==> src/rtl/calc_port_responder.sv <==
// Responder for one calc1 request port: two-cycle command/operand capture, fixed-latency execute, one-cycle response.
// Optional macro CALC_BUSY_ERR_EN: commands arriving while busy poison the in-flight operation (resp 11).
module calc_port_responder #(
  parameter int unsigned EXEC_CYCLES = 2,
  parameter int unsigned DATA_W      = 32
) (
  input  logic              c_clk,
  input  logic              reset,
  input  logic [3:0]        req_cmd_in,
  input  logic [DATA_W-1:0] req_data_in,
  output logic [1:0]        out_resp,
  output logic [DATA_W-1:0] out_data,
  output logic              busy,
  output logic [1:0]        dbg_state_o
);

  typedef enum logic [1:0] {
    S_IDLE = 2'd0,
    S_OP2  = 2'd1,
    S_EXEC = 2'd2,
    S_RESP = 2'd3
  } state_t;

  localparam logic [3:0] CMD_ADD = 4'b0001;
  localparam logic [3:0] CMD_SUB = 4'b0010;
  localparam logic [3:0] CMD_SHL = 4'b0101;
  localparam logic [3:0] CMD_SHR = 4'b0110;

  localparam logic [1:0] RESP_OK    = 2'b01;
  localparam logic [1:0] RESP_INERR = 2'b10;
  localparam logic [1:0] RESP_INTERR = 2'b11;

  localparam logic [3:0] CNT_LOAD = 4'(EXEC_CYCLES - 1);

  state_t            state_q;
  logic [3:0]        cmd_q;
  logic [DATA_W-1:0] op1_q;
  logic [DATA_W-1:0] op2_q;
  logic [3:0]        cnt_q;

  logic [DATA_W:0]   sum;
  logic [4:0]        shamt;
  logic [1:0]        res_resp_d;
  logic [DATA_W-1:0] res_data_d;
  logic              cmd_nz;
  logic              coll_hit;

  assign cmd_nz      = (req_cmd_in != 4'b0000);
  assign dbg_state_o = state_q;

`ifdef CALC_BUSY_ERR_EN
  logic coll_q;

  // Sticky until the poisoned response has been presented.
  always_ff @(posedge c_clk) begin
    if (reset) begin
      coll_q <= 1'b0;
    end else if (state_q == S_RESP) begin
      coll_q <= 1'b0;
    end else if ((state_q == S_OP2 || state_q == S_EXEC) && cmd_nz) begin
      coll_q <= 1'b1;
    end
  end

  // A collision on the final EXEC edge still counts.
  assign coll_hit = coll_q | cmd_nz;
`else
  assign coll_hit = 1'b0;
`endif

  always_comb begin
    sum        = {1'b0, op1_q} + {1'b0, op2_q};
    shamt      = op2_q[4:0];
    res_resp_d = RESP_INERR;
    res_data_d = '0;
    case (cmd_q)
      CMD_ADD: begin
        if (!sum[DATA_W]) begin
          res_resp_d = RESP_OK;
          res_data_d = sum[DATA_W-1:0];
        end
      end
      CMD_SUB: begin
        if (op2_q <= op1_q) begin
          res_resp_d = RESP_OK;
          res_data_d = op1_q - op2_q;
        end
      end
      CMD_SHL: begin
        res_resp_d = RESP_OK;
        res_data_d = op1_q << shamt;
      end
      CMD_SHR: begin
        res_resp_d = RESP_OK;
        res_data_d = op1_q >> shamt;
      end
      default: begin
        res_resp_d = RESP_INERR;
        res_data_d = '0;
      end
    endcase
  end

  always_ff @(posedge c_clk) begin
    if (reset) begin
      state_q  <= S_IDLE;
      cmd_q    <= '0;
      op1_q    <= '0;
      op2_q    <= '0;
      cnt_q    <= '0;
      out_resp <= 2'b00;
      out_data <= '0;
      busy     <= 1'b0;
    end else begin
      case (state_q)
        S_IDLE, S_RESP: begin
          out_resp <= 2'b00;
          out_data <= '0;
          if (cmd_nz) begin
            cmd_q   <= req_cmd_in;
            op1_q   <= req_data_in;
            busy    <= 1'b1;
            state_q <= S_OP2;
          end else begin
            state_q <= S_IDLE;
          end
        end
        S_OP2: begin
          op2_q   <= req_data_in;
          cnt_q   <= CNT_LOAD;
          state_q <= S_EXEC;
        end
        S_EXEC: begin
          if (cnt_q == 4'd0) begin
            out_resp <= coll_hit ? RESP_INTERR : res_resp_d;
            out_data <= coll_hit ? '0 : res_data_d;
            busy     <= 1'b0;
            state_q  <= S_RESP;
          end else begin
            cnt_q <= cnt_q - 4'd1;
          end
        end
        default: begin
          state_q <= S_IDLE;
        end
      endcase
    end
  end

endmodule

==> config.mk <==
export PLATFORM = sky130hd
export DESIGN_NAME = calc_port_responder
export DESIGN_NICKNAME = d
export VERILOG_FILES = /design/src/rtl/calc_port_responder.sv
export SDC_FILE = /design/constraint.sdc
export NUM_CORES = 1
export LEC_CHECK = 0
export ABC_CLOCK_PERIOD_IN_PS = 4500
export BUFFER_PORTS_ARGS = -buffer_cell sky130_fd_sc_hd__buf_2
export CORE_MARGIN = 2
export CORE_UTILIZATION = 55
export CTS_CLUSTER_SIZE = 25
export DETAILED_ROUTE_END_ITERATION = 10
export HOLD_SLACK_MARGIN = 0.1
export PLACE_DENSITY = 0.74
export SLEW_MARGIN = 10
export SYNTH_ARGS = -nofsm -noshare
export SYNTH_HDL_FRONTEND = slang
export SYNTH_SLANG_ARGS = --single-unit
==> constraint.sdc <==
create_clock -name c_clk -period 4.5 [get_ports c_clk]
set_input_delay 0.45 -clock c_clk [delete_from_list [all_inputs] [get_ports c_clk]]
set_output_delay 0.45 -clock c_clk [all_outputs]
set_load 0.05 [all_outputs]
==> results of run 1 <==
cells in the final DEF (no fill, tap or decap), types with 38 or more instances in the layout:
master,n
nand2_1,205
a21oi_1,172
nor2_1,167
dfxtp_1,105
mux2i_1,96
o21ai_0,94
inv_1,78
buf_2,73
ha_1,68
buf_4,38
layout make-up:
cell class	count	area share [%]
flip-flops and latches	109	18.3
repair buffers	113	5.77
clock buffers	9	1.88
clock inverters	6	0.471
well taps	270	2.82
inverters	79	2.48
multi-input cells	1245	68.3
routing by layer:
| layer | GRT usage (%) | vias up | routed length, um |
|---|---|---|---|
| met2 | 62.0 | 738 | 18800 |
| met3 | 6.06 | 129 | 3980 |
| li1 | - | 5646 | - |
| met1 | 53.1 | 5694 | 17600 |
| met4 | 19.4 | 0 | 2530 |
| met5 | 0 | - | 0 |
stage by stage:
stage	setup WS, ns	hold slack [ns]
CTS	0.644	0.317
finish	0.494	0.319
global route	0.354	0.330
detailed placement	0.660	0.442
global placement	0.661	0.432
floorplan	0.518	0.466
cell families after synthesis:
kind of cell               share of synthesized area, %
xor gates and xnor gates                          0.709
adders and majority gates                          8.12
and+or+nand+nor                                    20.9
buffers and inverters                              7.06
AOI/OAI and AO/OA                                  29.8
muxes                                              13.7
DFF                                                19.6
sequential cells by signal, indices dropped and copies added (netlist names):
signal	cells
dbg_state_o	2
cmd_q	4
busy	1
op2_q	32
out_data	32
out_resp	2
op1_q	32
cnt_q	4
worst reg2reg max path, stage by stage, from the launching register on:
cell      delay, ns
dfxtp_1        0.39
inv_1          0.09
ha_1           0.19
fa_1           0.32
nor2b_4        0.06
o31a_1         0.29
o2111a_1       0.29
a211oi_4       0.36
o21bai_1       0.23
a221oi_1       0.70
o31ai_1        0.23
a221o_1        0.38
o21ai_0        0.21
a221oi_1       0.14
where the power goes:
part           internal (W)  switching, W
Combinational       0.00218       0.00424
Clock              0.000386      0.000442
Sequential          0.00120      0.000378
Total               0.00376       0.00506
final timing paths:
path / startpoint / to / slack, ns / cells past startpoint
max: op1_q[0] / out_data[26] / 0.49 / 13
min: req_data_in[26] / op1_q[26] / 0.32 / 3
max reg2reg: op1_q[0] / out_data[26] / 0.49 / 13
min reg2reg: out_data[3] / out_data[3] / 0.46 / 2
==> flow_summary.yaml, run 1 <==
timing:
  max_slew_margin_pct: 26.0
  fmax_mhz: 250
  fin_crit_sh_pct: 89.0
  skew_ns: 0.0191
  setup_viol: 0
  drv_slew: 0
  rsz0062_at_grt: "no"
  finalSetupTns_ns: 0
  hold_violations: 0
  worstMarginPinSlew_ns: 1.10
  period_minus_slack_ns: 4.01
drt:
  drt-initial-drc-count: 1518
  vias_per_cell: 6.67
  drtPass1Iterations: 7
  num_vias: 12200
  ant_nets: 0
  routed_wl_mm: 42.9
  route.detailed.drc: 0
  wl_per_cell_um: 23.4
floorplan:
  dieArea_mm2: 0.0214
  die_h_um: 146
  ios: 75
  rows: 52
  core_area_mm2: 0.0200
  start_util_pct: 55.5
  die_w_um: 146
synth:
  async_flop_share_pct: 0
  synth_edf_count: 0
  ys_seq_area_share_pct: 19.6
  synth_ff_type: "dfxtp_1"
  yosysMostFrequentCell: "nand2_1"
  ys_types: 78
  synth.cell_area_mm2: 0.0111
  syn_inst: 1547
  synthesis.nets: 1656
  synth-seq-cells: 109
  syn_avg_cell_area_um2: 7.19
  ys_top_cells_by_area: "dfxtp_1, mux2i_1, ha_1, a21oi_1, nand2_1"
  synth_top_cells_by_count: "nand2_1, a21oi_1, nor2_1"
  synth_warnings: 0
  yosys.area.top_type: "dfxtp_1"
  yosysTopAreaCellShare_pct: 19.6
worst_setup_path:
  slowest_delay_ns: 0.70
  slowest_stage: "a221oi_1"
  worstPathRequired_ns: 4.74
  cp_top_family: "compound AO/OA/AOI/OAI gates"
  cp-end-kind: "register"
  crit_chain: "inv_1 -> ha_1 -> fa_1 -> nor2b_4 -> o31a_1 -> o2111a_1 -> a211oi_4 -> o21bai_1 -> a221oi_1 -> o31ai_1 -> a221o_1 -> o21ai_0 -> a221oi_1"
  critPathKind: "register to register"
  start_kind: "register"
  cp_num_buf_inv: 1
  critPathArrivalTime_ns: 4.24
  path_common_cell: "a221oi_1"
  crit_path_max_fanout: 8
layout:
  fill_cells: 1929
  diodes: 0
  drive_gt1_share_pct: 12.2
  fin_util_pct: 59.7
  layout.cells.non_filler: 1831
  nNetsFinal: 1666
  design_area_mm2: 0.0120
  multiInputGateArea_mm2: 0.00817
  areaGrowthSynthToFinish_pct: 7.56
  seq_area_mm2: 0.00219
status:
  status: "complete, no violations"
clock_network:
  cts_sinks: 109
  clk_path_buf_depth: 2
  clk_pin_slew_ns: 0.09
  clk_latency_ns: 0.38
  cts_setup_buffers: 0
  cts-resized-gates: 0
  htree_levels: 3
  cts_hold_buf: 0
  cts_root_buf: "clkbuf_16"
  tritoncts: "yes"
  numCtsBuffers: 9
placement:
  post-dp-hpwl_mm: 32.4
  placed_area_mm2: 0.0117
  gp_congestion: 1.03
  dp_cells: 1816
  numPortBuffers: 74
power_and_ir_drop:
  p_leak_nw: 4.93
  peakVddDrop_v: 0.000593
  power.density_mw_per_mm2: 737
  finalPower_w: 0.00882
min_path:
  hp-class: "primary input to register"
global_route:
  grt_overflow: 0
  grt_pass1_wl_mm: 66.2
  grt_pass1_vias: 11100
  grt.total_usage_pct: 39.5
  antenna_found_initial: 0
  grt_start_max_net_pins: 77
run:
  drv_cap: 0
Power figures use the tool's default switching activity.
==> inputs of run 2 (changes only) <==
--- a/config.mk
+++ b/config.mk
@@ -8,11 +8,10 @@
 export ABC_CLOCK_PERIOD_IN_PS = 4500
 export BUFFER_PORTS_ARGS = -buffer_cell sky130_fd_sc_hd__buf_2
 export CORE_MARGIN = 2
-export CORE_UTILIZATION = 55
+export CORE_UTILIZATION = 40
 export CTS_CLUSTER_SIZE = 25
 export DETAILED_ROUTE_END_ITERATION = 10
 export HOLD_SLACK_MARGIN = 0.1
-export PLACE_DENSITY = 0.74
 export SLEW_MARGIN = 10
 export SYNTH_ARGS = -nofsm -noshare
 export SYNTH_HDL_FRONTEND = slang
==> run 2 against run 1 <==
Count of clock-buffer cells in the layout stayed put. Critical endpoint is now out_data[5]. Total power shrank 0.24%. Via count is 1.2% lower. Global-route usage decreased by 9.4 points. Combinational power is essentially flat. Sequential cell count unchanged. First-iteration DRC count decreased by 11%. Final area grew 1.4%. Utilization decreased by 16 points. Sequential power decreased by 3%. Clock power hardly changed. Worst setup slack got worse by 0.17 ns. Largest power group unchanged.
==> flow_summary.yaml, run 2 (synthesis gave the netlist of run 1 again) <==
status:
  status: "complete, no violations"
min_path:
  min-delay-start: "req_data_in[5]"
  hp-class: "primary input to register"
timing:
  period_minus_slack_ns: 4.18
  skew_ns: 0.0135
  setup_viol: 0
  worstMarginPinSlew_ns: 0.990
  hold_violations: 0
  finalSetupTns_ns: 0
  fin_crit_sh_pct: 92.9
  fmax_mhz: 239
  drv_slew: 0
  rsz0062_at_grt: "no"
  max_slew_margin_pct: 34.0
worst_setup_path:
  critPathKind: "register to register"
  rr_startpoint: "op1_q[0]"
  crit_path_max_fanout: 10
  worstPathRequired_ns: 4.75
  cp-end-kind: "register"
  critPathArrivalTime_ns: 4.43
  start_kind: "register"
  slowest_stage: "dfxtp_1"
  startpoint: "op1_q[0]"
  slowest_delay_ns: 0.49
  crit_chain: "ha_1 -> inv_1 -> fa_1 -> nor2_1 -> o221ai_1 -> a21oi_1 -> a31oi_1 -> a21oi_1 -> a21oi_2 -> o31ai_4 -> buf_4 -> buf_4 -> nor2_1 -> a2111oi_1 -> o31ai_1"
power_and_ir_drop:
  internal-power_w: 0.00378
  power.share.clock_pct: 9.4
  seqPwrFrac_pct: 17.4
  p_leak_nw: 4.95
  finalPower_w: 0.00880
  combPwrFrac_pct: 73.2
  peakVddDrop_v: 0.000672
  swShare_pct: 57.0
  power.density_mw_per_mm2: 725
  switching_power_w: 0.00501
global_route:
  grt_overflow: 0
  grt.total_usage_pct: 30.1
  grt_start_max_net_pins: 86
  antenna_found_initial: 0
  grt_pass1_wl_mm: 67.3
  grt_pass1_vias: 11100
clock_network:
  cts_setup_buffers: 0
  htree_levels: 3
  clk_path_buf_depth: 2
  clk_latency_ns: 0.38
  cts-resized-gates: 0
  clk_pin_slew_ns: 0.09
  cts_sinks: 109
  cts_root_buf: "clkbuf_16"
  cts_hold_buf: 0
  numCtsBuffers: 9
  tritoncts: "yes"
layout:
  nNetsFinal: 1670
  fill_cells: 2951
  areaGrowthSynthToFinish_pct: 9.08
  drive_gt1_share_pct: 12.5
  reg.largest.list: "op1_q (32), op2_q (32), out_data (32)"
  fin_util_pct: 44.0
  diodes: 0
  final_common_cell: "nand2_1"
  design_area_mm2: 0.0121
  mostFrequentLayoutCells: "nand2_1, a21oi_1, nor2_1, dfxtp_1, mux2i_1"
floorplan:
  die_h_um: 171
  start_util_pct: 40.4
  core_area_mm2: 0.0276
  dieArea_mm2: 0.0292
  rows: 61
  ios: 75
  die_w_um: 171
drt:
  routed_wl_mm: 44.0
  wl_per_cell_um: 22.6
  num_vias: 12100
  ant_nets: 0
  drtPass1Iterations: 7
  route.detailed.drc: 0
  drt-initial-drc-count: 1349
  vias_per_cell: 6.20
placement:
  placed_area_mm2: 0.0119
  gp_congestion: 0.988
  numPortBuffers: 74
  post-dp-hpwl_mm: 33.5
run:
  drv_cap: 0
-- run 2: cell types whose count changed in the layout (fill, tap and decap cells not counted), sizes merged --
cell	previous run	this run
buf	113	117
clkinv	4	2
clkinvlp	1	2
inv	80	82
-- run 2: layout make-up --
type	count	area (um^2)	area share (%)
inverters	79	297	2.44
clock buffers	9	225	1.86
flip-flops and latches	109	2190	18.0
well taps	378	473	3.90
repair buffers	117	721	5.94
multi-input cells	1245	8170	67.3
clock inverters	7	57.6	0.474
-- run 2: per-stage QoR --
stage | setup WS, ns | hold slack, ns | instances
3_3_place_gp | 0.644 | 0.434 | 1928
2_1_floorplan | 0.518 | 0.466 | 1547
3_5_place_dp | 0.502 | 0.435 | 1928
5_1_grt | 0.0567 | 0.318 | 1944
4_1_cts | 0.455 | 0.300 | 1944
6_report | 0.320 | 0.308 | 1944
-- run 2: routing by layer --
| metal | up-vias | share of wire, % | GRT usage [%] | wire length [um] |
|---|---|---|---|---|
| met3 | 111 | 7.4 | 4.67 | 3260 |
| li1 | 5665 | - | - | - |
| met4 | 0 | 5.5 | 14.8 | 2430 |
| met2 | 543 | 44 | 46.9 | 19200 |
| met5 | - | 0 | 0 | 0 |
| met1 | 5739 | 44 | 40.4 | 19200 |
-- run 2: power groups by stage --
stage	Combinational (W)	Sequential, W	Clock (W)
after global routing	0.00698	0.00156	0.000881
after global placement	0.00633	0.00153	0
after floorplan	0.00430	0.00158	0
after CTS	0.00634	0.00152	0.000851
after detailed placement	0.00631	0.00154	0
final	0.00644	0.00153	0.000830
-- run 2: worst max-delay path: cells and delay by family (launching register included) --
family | cells | cell delay, ns
adder cells (fa/ha/maj) | 2 | 0.65
AND/OR/NAND/NOR | 2 | 0.23
flip-flops | 1 | 0.49
AO/OA/AOI/OAI | 8 | 2.20
buffers and inverters | 3 | 0.46
-- run 2: worst paths after layout --
path / endpoint / slack [ns] / depth (start not counted)
max: out_data[5] / 0.32 / 15
min: op1_q[5] / 0.31 / 3
max reg2reg: out_data[5] / 0.32 / 15
min reg2reg: out_data[4] / 0.45 / 2
